File: src/rtl/ram_req_issuer.sv
// ram_req_issuer: buffers core read/write requests in a small FIFO and issues
// them one at a time to the RAM timing model, returning a one-cycle response
// with read data or a timeout error.
//
// Ports
//   clk, rst                         clock, synchronous active-high reset
//   req_valid/req_ready/req_we/
//   req_addr/req_wdata               core-side request (valid/ready)
//   resp_valid/resp_we/resp_err/
//   resp_rdata                       one-cycle response pulse
//   mem_rvalid/mem_raddr             read request to model
//   mem_wvalid/mem_waddr/mem_wdata   write request to model
//   mem_read_ready/mem_write_ready   model can accept read/write
//   mem_readfin/mem_writefin         model completion levels
//   mem_rdata                        model read data

package ram_req_issuer_pkg;

  typedef struct packed {
    logic        we;
    logic [63:0] addr;
    logic [63:0] wdata;
  } req_t;

endpackage

module ram_req_issuer
  import ram_req_issuer_pkg::*;
#(
  parameter int unsigned DEPTH   = 4,
  parameter int unsigned TIMEOUT = 1024
) (
  input  logic        clk,
  input  logic        rst,
  input  logic        req_valid,
  output logic        req_ready,
  input  logic        req_we,
  input  logic [63:0] req_addr,
  input  logic [63:0] req_wdata,
  output logic        resp_valid,
  output logic        resp_we,
  output logic        resp_err,
  output logic [63:0] resp_rdata,
  output logic        mem_rvalid,
  output logic        mem_wvalid,
  output logic [63:0] mem_raddr,
  output logic [63:0] mem_waddr,
  output logic [63:0] mem_wdata,
  input  logic        mem_read_ready,
  input  logic        mem_write_ready,
  input  logic        mem_readfin,
  input  logic        mem_writefin,
  input  logic [63:0] mem_rdata
);

  localparam int unsigned AW = $clog2(DEPTH);
  localparam int unsigned PW = AW + 1;
  localparam int unsigned CW = $clog2(TIMEOUT);

  typedef enum logic [2:0] {
    S_IDLE,
    S_ISSUE_RD,
    S_WAIT_RD,
    S_ISSUE_WR,
    S_WAIT_WR,
    S_RESP
  } state_t;

  state_t        r_state;
  state_t        w_state_nxt;

  req_t          r_fifo [DEPTH];
  logic [PW-1:0] r_wr_ptr;
  logic [PW-1:0] r_rd_ptr;
  logic          w_full;
  logic          w_empty;
  logic          w_push;
  logic          w_pop;
  req_t          w_head;

  logic          r_rfin_q;
  logic          r_wfin_q;
  logic          w_rfin_rise;
  logic          w_wfin_rise;

  logic [CW-1:0] r_cnt;
  logic [CW-1:0] w_cnt_nxt;
  logic          w_timeout;

  logic          r_mem_rvalid;
  logic          r_mem_wvalid;
  logic [63:0]   r_mem_raddr;
  logic [63:0]   r_mem_waddr;
  logic [63:0]   r_mem_wdata;
  logic          r_resp_valid;
  logic          r_resp_we;
  logic          r_resp_err;
  logic [63:0]   r_resp_rdata;

  logic          w_rvalid_nxt;
  logic          w_wvalid_nxt;
  logic          w_resp_valid_nxt;
  logic          w_resp_we_nxt;
  logic          w_resp_err_nxt;
  logic [63:0]   w_resp_rdata_nxt;

  // Full when the pointers differ only in their wrap bit.
  assign w_empty = (r_wr_ptr == r_rd_ptr);
  assign w_full  = (r_wr_ptr[PW-1] != r_rd_ptr[PW-1]) &&
                   (r_wr_ptr[AW-1:0] == r_rd_ptr[AW-1:0]);
  assign w_push  = req_valid && !w_full;
  assign w_head  = r_fifo[r_rd_ptr[AW-1:0]];

  assign w_rfin_rise = mem_readfin  && !r_rfin_q;
  assign w_wfin_rise = mem_writefin && !r_wfin_q;
  assign w_timeout   = (r_cnt == CW'(TIMEOUT - 1));

  assign req_ready  = !w_full;
  assign resp_valid = r_resp_valid;
  assign resp_we    = r_resp_we;
  assign resp_err   = r_resp_err;
  assign resp_rdata = r_resp_rdata;
  assign mem_rvalid = r_mem_rvalid;
  assign mem_wvalid = r_mem_wvalid;
  assign mem_raddr  = r_mem_raddr;
  assign mem_waddr  = r_mem_waddr;
  assign mem_wdata  = r_mem_wdata;

  // FIFO storage; contents are don't-care until written.
  always_ff @(posedge clk) begin
    if (w_push) begin
      r_fifo[r_wr_ptr[AW-1:0]] <= req_t'{we: req_we, addr: req_addr, wdata: req_wdata};
    end
  end

  // Next state and next values of the registered outputs.
  always_comb begin
    w_state_nxt      = r_state;
    w_pop            = 1'b0;
    w_cnt_nxt        = r_cnt;
    w_rvalid_nxt     = 1'b0;
    w_wvalid_nxt     = 1'b0;
    w_resp_valid_nxt = 1'b0;
    w_resp_we_nxt    = 1'b0;
    w_resp_err_nxt   = 1'b0;
    w_resp_rdata_nxt = '0;

    unique case (r_state)
      S_IDLE: begin
        if (!w_empty) begin
          w_pop     = 1'b1;
          w_cnt_nxt = '0;
          if (w_head.we) begin
            w_state_nxt  = S_ISSUE_WR;
            w_wvalid_nxt = 1'b1;
          end else begin
            w_state_nxt  = S_ISSUE_RD;
            w_rvalid_nxt = 1'b1;
          end
        end
      end

      S_ISSUE_RD: begin
        w_cnt_nxt = r_cnt + CW'(1);
        if (w_timeout) begin
          w_state_nxt      = S_RESP;
          w_resp_valid_nxt = 1'b1;
          w_resp_err_nxt   = 1'b1;
        end else if (mem_read_ready) begin
          w_state_nxt = S_WAIT_RD;
        end else begin
          w_rvalid_nxt = 1'b1;
        end
      end

      S_WAIT_RD: begin
        w_cnt_nxt = r_cnt + CW'(1);
        // A completion edge beats a coincident timeout.
        if (w_rfin_rise) begin
          w_state_nxt      = S_RESP;
          w_resp_valid_nxt = 1'b1;
          w_resp_rdata_nxt = mem_rdata;
        end else if (w_timeout) begin
          w_state_nxt      = S_RESP;
          w_resp_valid_nxt = 1'b1;
          w_resp_err_nxt   = 1'b1;
        end
      end

      S_ISSUE_WR: begin
        w_cnt_nxt     = r_cnt + CW'(1);
        w_resp_we_nxt = 1'b1;
        if (w_timeout) begin
          w_state_nxt      = S_RESP;
          w_resp_valid_nxt = 1'b1;
          w_resp_err_nxt   = 1'b1;
        end else if (mem_write_ready) begin
          w_state_nxt = S_WAIT_WR;
        end else begin
          w_wvalid_nxt = 1'b1;
        end
      end

      S_WAIT_WR: begin
        w_cnt_nxt     = r_cnt + CW'(1);
        w_resp_we_nxt = 1'b1;
        if (w_wfin_rise) begin
          w_state_nxt      = S_RESP;
          w_resp_valid_nxt = 1'b1;
        end else if (w_timeout) begin
          w_state_nxt      = S_RESP;
          w_resp_valid_nxt = 1'b1;
          w_resp_err_nxt   = 1'b1;
        end
      end

      S_RESP: begin
        w_state_nxt = S_IDLE;
      end

      default: begin
        w_state_nxt = S_IDLE;
      end
    endcase

    // Response fields are meaningful only alongside resp_valid.
    if (!w_resp_valid_nxt) begin
      w_resp_we_nxt = 1'b0;
    end
  end

  // State, pointers, edge history, counter and registered outputs.
  always_ff @(posedge clk) begin
    if (rst) begin
      r_state      <= S_IDLE;
      r_wr_ptr     <= '0;
      r_rd_ptr     <= '0;
      r_rfin_q     <= 1'b0;
      r_wfin_q     <= 1'b0;
      r_cnt        <= '0;
      r_mem_rvalid <= 1'b0;
      r_mem_wvalid <= 1'b0;
      r_mem_raddr  <= '0;
      r_mem_waddr  <= '0;
      r_mem_wdata  <= '0;
      r_resp_valid <= 1'b0;
      r_resp_we    <= 1'b0;
      r_resp_err   <= 1'b0;
      r_resp_rdata <= '0;
    end else begin
      r_state      <= w_state_nxt;
      r_rfin_q     <= mem_readfin;
      r_wfin_q     <= mem_writefin;
      r_cnt        <= w_cnt_nxt;
      r_mem_rvalid <= w_rvalid_nxt;
      r_mem_wvalid <= w_wvalid_nxt;
      r_resp_valid <= w_resp_valid_nxt;
      r_resp_we    <= w_resp_we_nxt;
      r_resp_err   <= w_resp_err_nxt;
      r_resp_rdata <= w_resp_rdata_nxt;
      if (w_push) begin
        r_wr_ptr <= r_wr_ptr + PW'(1);
      end
      // Popped head becomes the in-flight request; fields hold until the next pop.
      if (w_pop) begin
        r_rd_ptr <= r_rd_ptr + PW'(1);
        if (w_head.we) begin
          r_mem_waddr <= w_head.addr;
          r_mem_wdata <= w_head.wdata;
        end else begin
          r_mem_raddr <= w_head.addr;
        end
      end
    end
  end

endmodule

File: config.mk
export PLATFORM = sky130hd
export DESIGN_NAME = ram_req_issuer
export DESIGN_NICKNAME = d
export VERILOG_FILES = /design/src/rtl/ram_req_issuer.sv
export SDC_FILE = /design/constraint.sdc
export NUM_CORES = 1
export LEC_CHECK = 0
export ABC_AREA = 1
export BUFFER_PORTS_ARGS = -buffer_cell sky130_fd_sc_hd__clkbuf_2
export CORE_MARGIN = 3
export CORE_UTILIZATION = 57
export CTS_CLUSTER_SIZE = 40
export DETAILED_ROUTE_END_ITERATION = 16
export GPL_ROUTABILITY_DRIVEN = 0
export PLACE_DENSITY = 0.89
export SYNTH_ARGS = -nofsm -noshare
export SYNTH_HDL_FRONTEND = slang
export SYNTH_SLANG_ARGS = --single-unit
File: constraint.sdc
create_clock -name clk -period 15.1 [get_ports clk]
set_input_delay 0.755 -clock clk [delete_from_list [all_inputs] [get_ports clk]]
set_output_delay 0.755 -clock clk [all_outputs]
set_load 0.05 [all_outputs]
**Yosys cells after proc, flatten, opt, wreduce, memory -nomap -nowiden**

Memories as Yosys holds them, arrays and structs flattened. A register that Yosys moved wholly into a read port is not among the register bits.
Index checks and enable logic that the tools add are counted.

- Bits in registers: 282
- Bits in writable memories: 516
- Input port bits: 200
- Output and inout port bits: 262
- Memories kept: 1

Memories:

| name | depth | bits a word | read ports | clocked after Yosys merged registers in | write ports | RTL line | RTL |
|---|---|---|---|---|---|---|---|
| r_fifo | 4 | 129 | 1 | 1 | 1 | 72 | `req_t r_fifo [DEPTH];` |

- $add $sub $neg: 3
- Equality and inequality tests: 11
- Mux-type cells: 36
- Bitwise operators: 4
- Reductions and logical operators: 18

Operator list:

| kind | count |
|---|---|
| 3-bit two-way mux | 8 |
| 10-bit case mux with 2 select lines | 1 |
| 1-bit two-way mux | 18 |
| 3-bit case mux with 5 select lines | 1 |
| 10-bit by 1-bit adder with 10-bit output (second input constant) | 1 |
| 10-bit == test (second input constant) | 1 |
| 10-bit two-way mux | 1 |
| 3-bit by 1-bit adder with 3-bit output (second input constant) | 2 |
| 3-bit by 2-bit == test with 1-bit output (second input constant) | 2 |
| 2-bit two-way mux | 3 |
| 3-bit != test (second input constant) | 2 |
| 1-bit case mux with 3 select lines | 2 |
| 2-bit AND reduction | 3 |
| 2-bit OR reduction | 3 |
| 1-bit logical AND | 4 |
| 1-bit NOT | 4 |
| 1-bit case mux with 2 select lines | 2 |
| 4-bit OR reduction | 1 |
| 3-bit by 1-bit == test with 1-bit output (second input constant) | 1 |
| 3-bit == test | 1 |
| 3-bit == test (second input constant) | 1 |
| 1-bit zero test | 3 |
| 3-bit zero test | 1 |
| 3-bit AND reduction | 1 |
| 5 further kinds | 5 |

**Longest topological paths before layout**

- Word-level depth: 6
- Mapped depth: 11
- Gate-level depth less buffers: 9

**Least setup slack after synthesis**

Ideal clock, no wire load.

- Path kind: reg-to-reg
- From: register r_wr_ptr[0]
- To: memory r_fifo[0][0] (netlist name), enable pin
- Setup time: 0.619 ns
- Arrival time: 6.736 ns
- Data required time: 14.481 ns
- Setup slack: 7.745 ns
- Stages on the path, launching flop included: 7
- Buffers on the path: 0
- Clock period less this slack: 7.355 ns
- Cells stage by stage: dfxtp_1 > inv_2 > nand2_1 > nand2_1 > nand4_1 > nand2_1 > nor2_1

- Word-level cells in the longest chain between the ends: 6

Ends and longest elaborated chain:

| element | RTL line | RTL |
|---|---|---|
| start: declaration | 73 | `logic [PW-1:0] r_wr_ptr;` |
| start signal: assignment | 262 | `r_wr_ptr <= r_wr_ptr + PW'(1);` |
| 2-bit == test | 110 | `(r_wr_ptr[AW-1:0] == r_rd_ptr[AW-1:0]);` |
| 1-bit logical AND | 109 | `assign w_full = (r_wr_ptr[PW-1] != r_rd_ptr[PW-1]) &&` |
| 1-bit zero test | -- |  |
| named net req_ready | 36 | `output logic req_ready,` |
| 1-bit logical AND | 111 | `assign w_push = req_valid && !w_full;` |
| 1-bit two-way mux | 131 | `if (w_push) begin` |
| 1-bit two-way mux (not written as such) | 132 | `r_fifo[r_wr_ptr[AW-1:0]] <= req_t'{we: req_we, addr: req_addr, wdata: req_wdata};` |
| end: declaration | 72 |  |

The timed path passes the listed nets, and every way through them passes these cells.

==> results.sh <==
export IMPL_status="complete, no violations"
export IMPL_dpl_hpwl_um=45700
export IMPL_cts_buffers=78
export IMPL_clock_latency_ps=610
export IMPL_ctsHoldBuffers=0
export IMPL_tightest_slew_ps=1285
export IMPL_grt_pass1_vias=20850
export IMPL_synthesis_nets=2649
export IMPL_yosys_cell_count_top_type="edfxtp_1"
export IMPL_p_per_area_mw_per_mm2=194.9
export IMPL_vias=20860
export IMPL_clkTransAtPathRegs_ps=60
export IMPL_core_sq_mm=0.04946
export IMPL_multi_input_area_sq_mm=0.006564
export IMPL_fillers=3206
export IMPL_ys_flop_type="edfxtp_1"
export IMPL_grt_use_met2_pct=47.75
export IMPL_grt_busiest_layer="met2"
export IMPL_setup_violations=0
export IMPL_fin_nets=3052
export IMPL_dieWidth_um=231.0
export IMPL_drv_cap=0
export IMPL_synth_edf_count=516
export IMPL_yosysWarnings=0
export IMPL_synth_mux_area_fraction_pct=0
export IMPL_min_path_cells=3
export IMPL_p_leak_nw=13.75
export IMPL_synth_seq_cells=800
export IMPL_start_util_pct=58.35
export IMPL_ant_nets=0
export IMPL_drive_gt1_share_pct=22.19
export IMPL_rsz0062_at_grt="no"
export IMPL_maxSlewViolCount=0
export IMPL_port_buffer_count=461
export IMPL_finalSetupTns_ps=0
export IMPL_dr_pass1_iters=7
export IMPL_critical_path_required_ps=15630
export IMPL_post_cts_resized=0
export IMPL_skew_ps=22.30
export IMPL_worstHoldEndpoint="resp_rdata[18]$_SDFF_PP0_"
export IMPL_r2r_end="mem_raddr[37]$_SDFFE_PP0P_"
export IMPL_grt_use_total_pct=28.31
export IMPL_die_area_sq_mm=0.05337
export IMPL_synth_top_family_by_area="compound AO/OA/AOI/OAI gates"
export IMPL_min_path_type="in2reg"
export IMPL_whs_ps=342.6
export IMPL_min_period_ps=4139
export IMPL_ys_top_cells_by_count="516 x edfxtp_1, 367 x nor2_1, 297 x nand2_1, 297 x o21ai_0, 284 x dfxtp_1"
export IMPL_ys_top_cells_by_area="edfxtp_1 54%, dfxtp_1 20%, o21ai_0 5.2%"
export IMPL_start_kind="register"
export IMPL_synth_top_area_cell="edfxtp_1"
export IMPL_postCtsSetupBuffers=0
export IMPL_ys_types=33
export IMPL_netlist_instances=2443
export IMPL_slew_headroom_pct=14.34
export IMPL_hp_start="mem_rdata[18]"
export IMPL_synth_compound_area_share_pct=12.35
export IMPL_clock_path_buffers=3
export IMPL_cts_sinks=800
export IMPL_first_iter_violations=2211
export IMPL_std_cell_rows=81
export IMPL_num_io_pins=462
export IMPL_drc=0
export IMPL_synth_simple_gate_area_share_pct=9.933
export IMPL_peakVddDrop_mv=0.1407
export IMPL_grt_ovfl_total=0
export IMPL_arrival_ps=4670
export IMPL_netlist_area_sq_mm=0.02886
export IMPL_syn_to_final_growth_pct=18.59
export IMPL_r2r_setup_slack_ps=10960
export IMPL_critPathKind="reg2reg"
export IMPL_h_tree_depth=3
export IMPL_grt_max_degree=166
export IMPL_fin_crit_sh_pct=27.41
export IMPL_crit_path_max_fanout=165
export IMPL_fmax_mhz=241.6
export IMPL_chipHeight_um=231.0
export IMPL_grtUsageMet1_pct=32.86
export IMPL_grt_pass1_wl_um=116300
export IMPL_clock_root_buffer="clkbuf_16"
export IMPL_seq_area_sq_mm=0.02119
export IMPL_async_reset_ff_share_pct=0
export IMPL_end_kind="register"
export IMPL_avgSynthCellArea_sq_um=11.81
export IMPL_met3_usage_pct=8.210
export IMPL_wl_um=77610
export IMPL_r2r_cells=9
export IMPL_drt_vias_per_instance=5.814
export IMPL_hold_violations=0
export IMPL_antenna_found_initial=21
export IMPL_yosysSeqAreaShare_pct=73.39
export IMPL_cts_tree="yes"
export IMPL_post_synth_xor_area_fraction_pct=0.06070
export IMPL_synth_adder_area_share_pct=0.2601
export IMPL_yosysTopAreaCellShare_pct=53.69
export IMPL_wire_per_inst_um=21.64
[worst max path at each step]
stage | to | slack, ps
2_1_floorplan | r_fifo[0][0]$_DFFE_PP_ | 7740
3_3_place_gp | mem_raddr[54]$_SDFFE_PP0P_ | 11240
3_5_place_dp | mem_raddr[33]$_SDFFE_PP0P_ | 11030
4_1_cts | mem_raddr[30]$_SDFFE_PP0P_ | 10990
5_1_grt | mem_raddr[1]$_SDFFE_PP0P_ | 10640
6_report | mem_raddr[37]$_SDFFE_PP0P_ | 10960
[logic make-up after synthesis]
kind of cell | after synthesis
adders and majority gates | 6
AOI/OAI and AO/OA | 629
xor gates and xnor gates | 2
buffers and inverters | 281
DFF | 800
and+or+nand+nor | 725
[final cells by class]
class | instances | share of cell area (%)
tap | 664 | 2.428
clock buffer | 109 | 6.617
multi-input combinational | 1362 | 19.18
inverter | 123 | 1.400
timing repair buffer | 481 | 7.180
sequential | 800 | 61.90
clock inverter | 36 | 1.206
antenna | 12 | 0.08774
[per-stage QoR]
stage	utilization, %	worst slack, ps	total power [mW]	instances	cell area [sq um]
final	69.20	10960	6.669	3587	34220
after global routing	69.18	10640	6.950	3584	34220
after CTS	69.14	10990	6.683	3575	34190
after detailed placement	63.72	11030	4.663	3430	31520
after global placement	63.72	11240	4.585	3430	31520
after floorplan	-	7745	4.161	2443	28860
[critical path, cell delays in order (launching register included)]
cell and delay, ps:
dfxtp_4 820, inv_8 410, nand2_1 200, nand3_1 80, nand2_1 160, inv_2 80
nor2_4 880, buf_4 770, o21ai_0 240, a21oi_1 200
[placed cells by master, fill, tap and decap left out, types with 83 or more instances in the layout]
cell type	n
edfxtp_1	516
clkbuf_2	461
nor2_1	363
nand2_1	297
o21ai_0	297
dfxtp_1	282
a21oi_1	188
inv_1	116
clkbuf_16	83
[flip-flops by register name, indices dropped and copies added (netlist names), 3 cells and up, named ones only]
name,count
mem_raddr,64
mem_waddr,64
mem_wdata,64
r_cnt,10
r_fifo,516
r_rd_ptr,3
r_state,3
r_wr_ptr,3
resp_rdata,64
[routing by layer]
metal | part of all wire, % | vias to the layer above | routed length (um)
met5 | 0.16 | - | 122
met4 | 5.1 | 18 | 3982
met3 | 9.8 | 236 | 7592
met2 | 50 | 1139 | 38570
met1 | 35 | 10070 | 27350
li1 | - | 9393 | -
[report_power, final]
| part | internal [mW] | switching, mW | leakage (nW) |
|---|---|---|---|
| registers | 2.57 | 0.138 | 7.06 |
| logic | 0.471 | 1.48 | 5.37 |
| clock network | 1.19 | 0.815 | 1.32 |
Note: power is estimated with default switching activity, not from simulation.
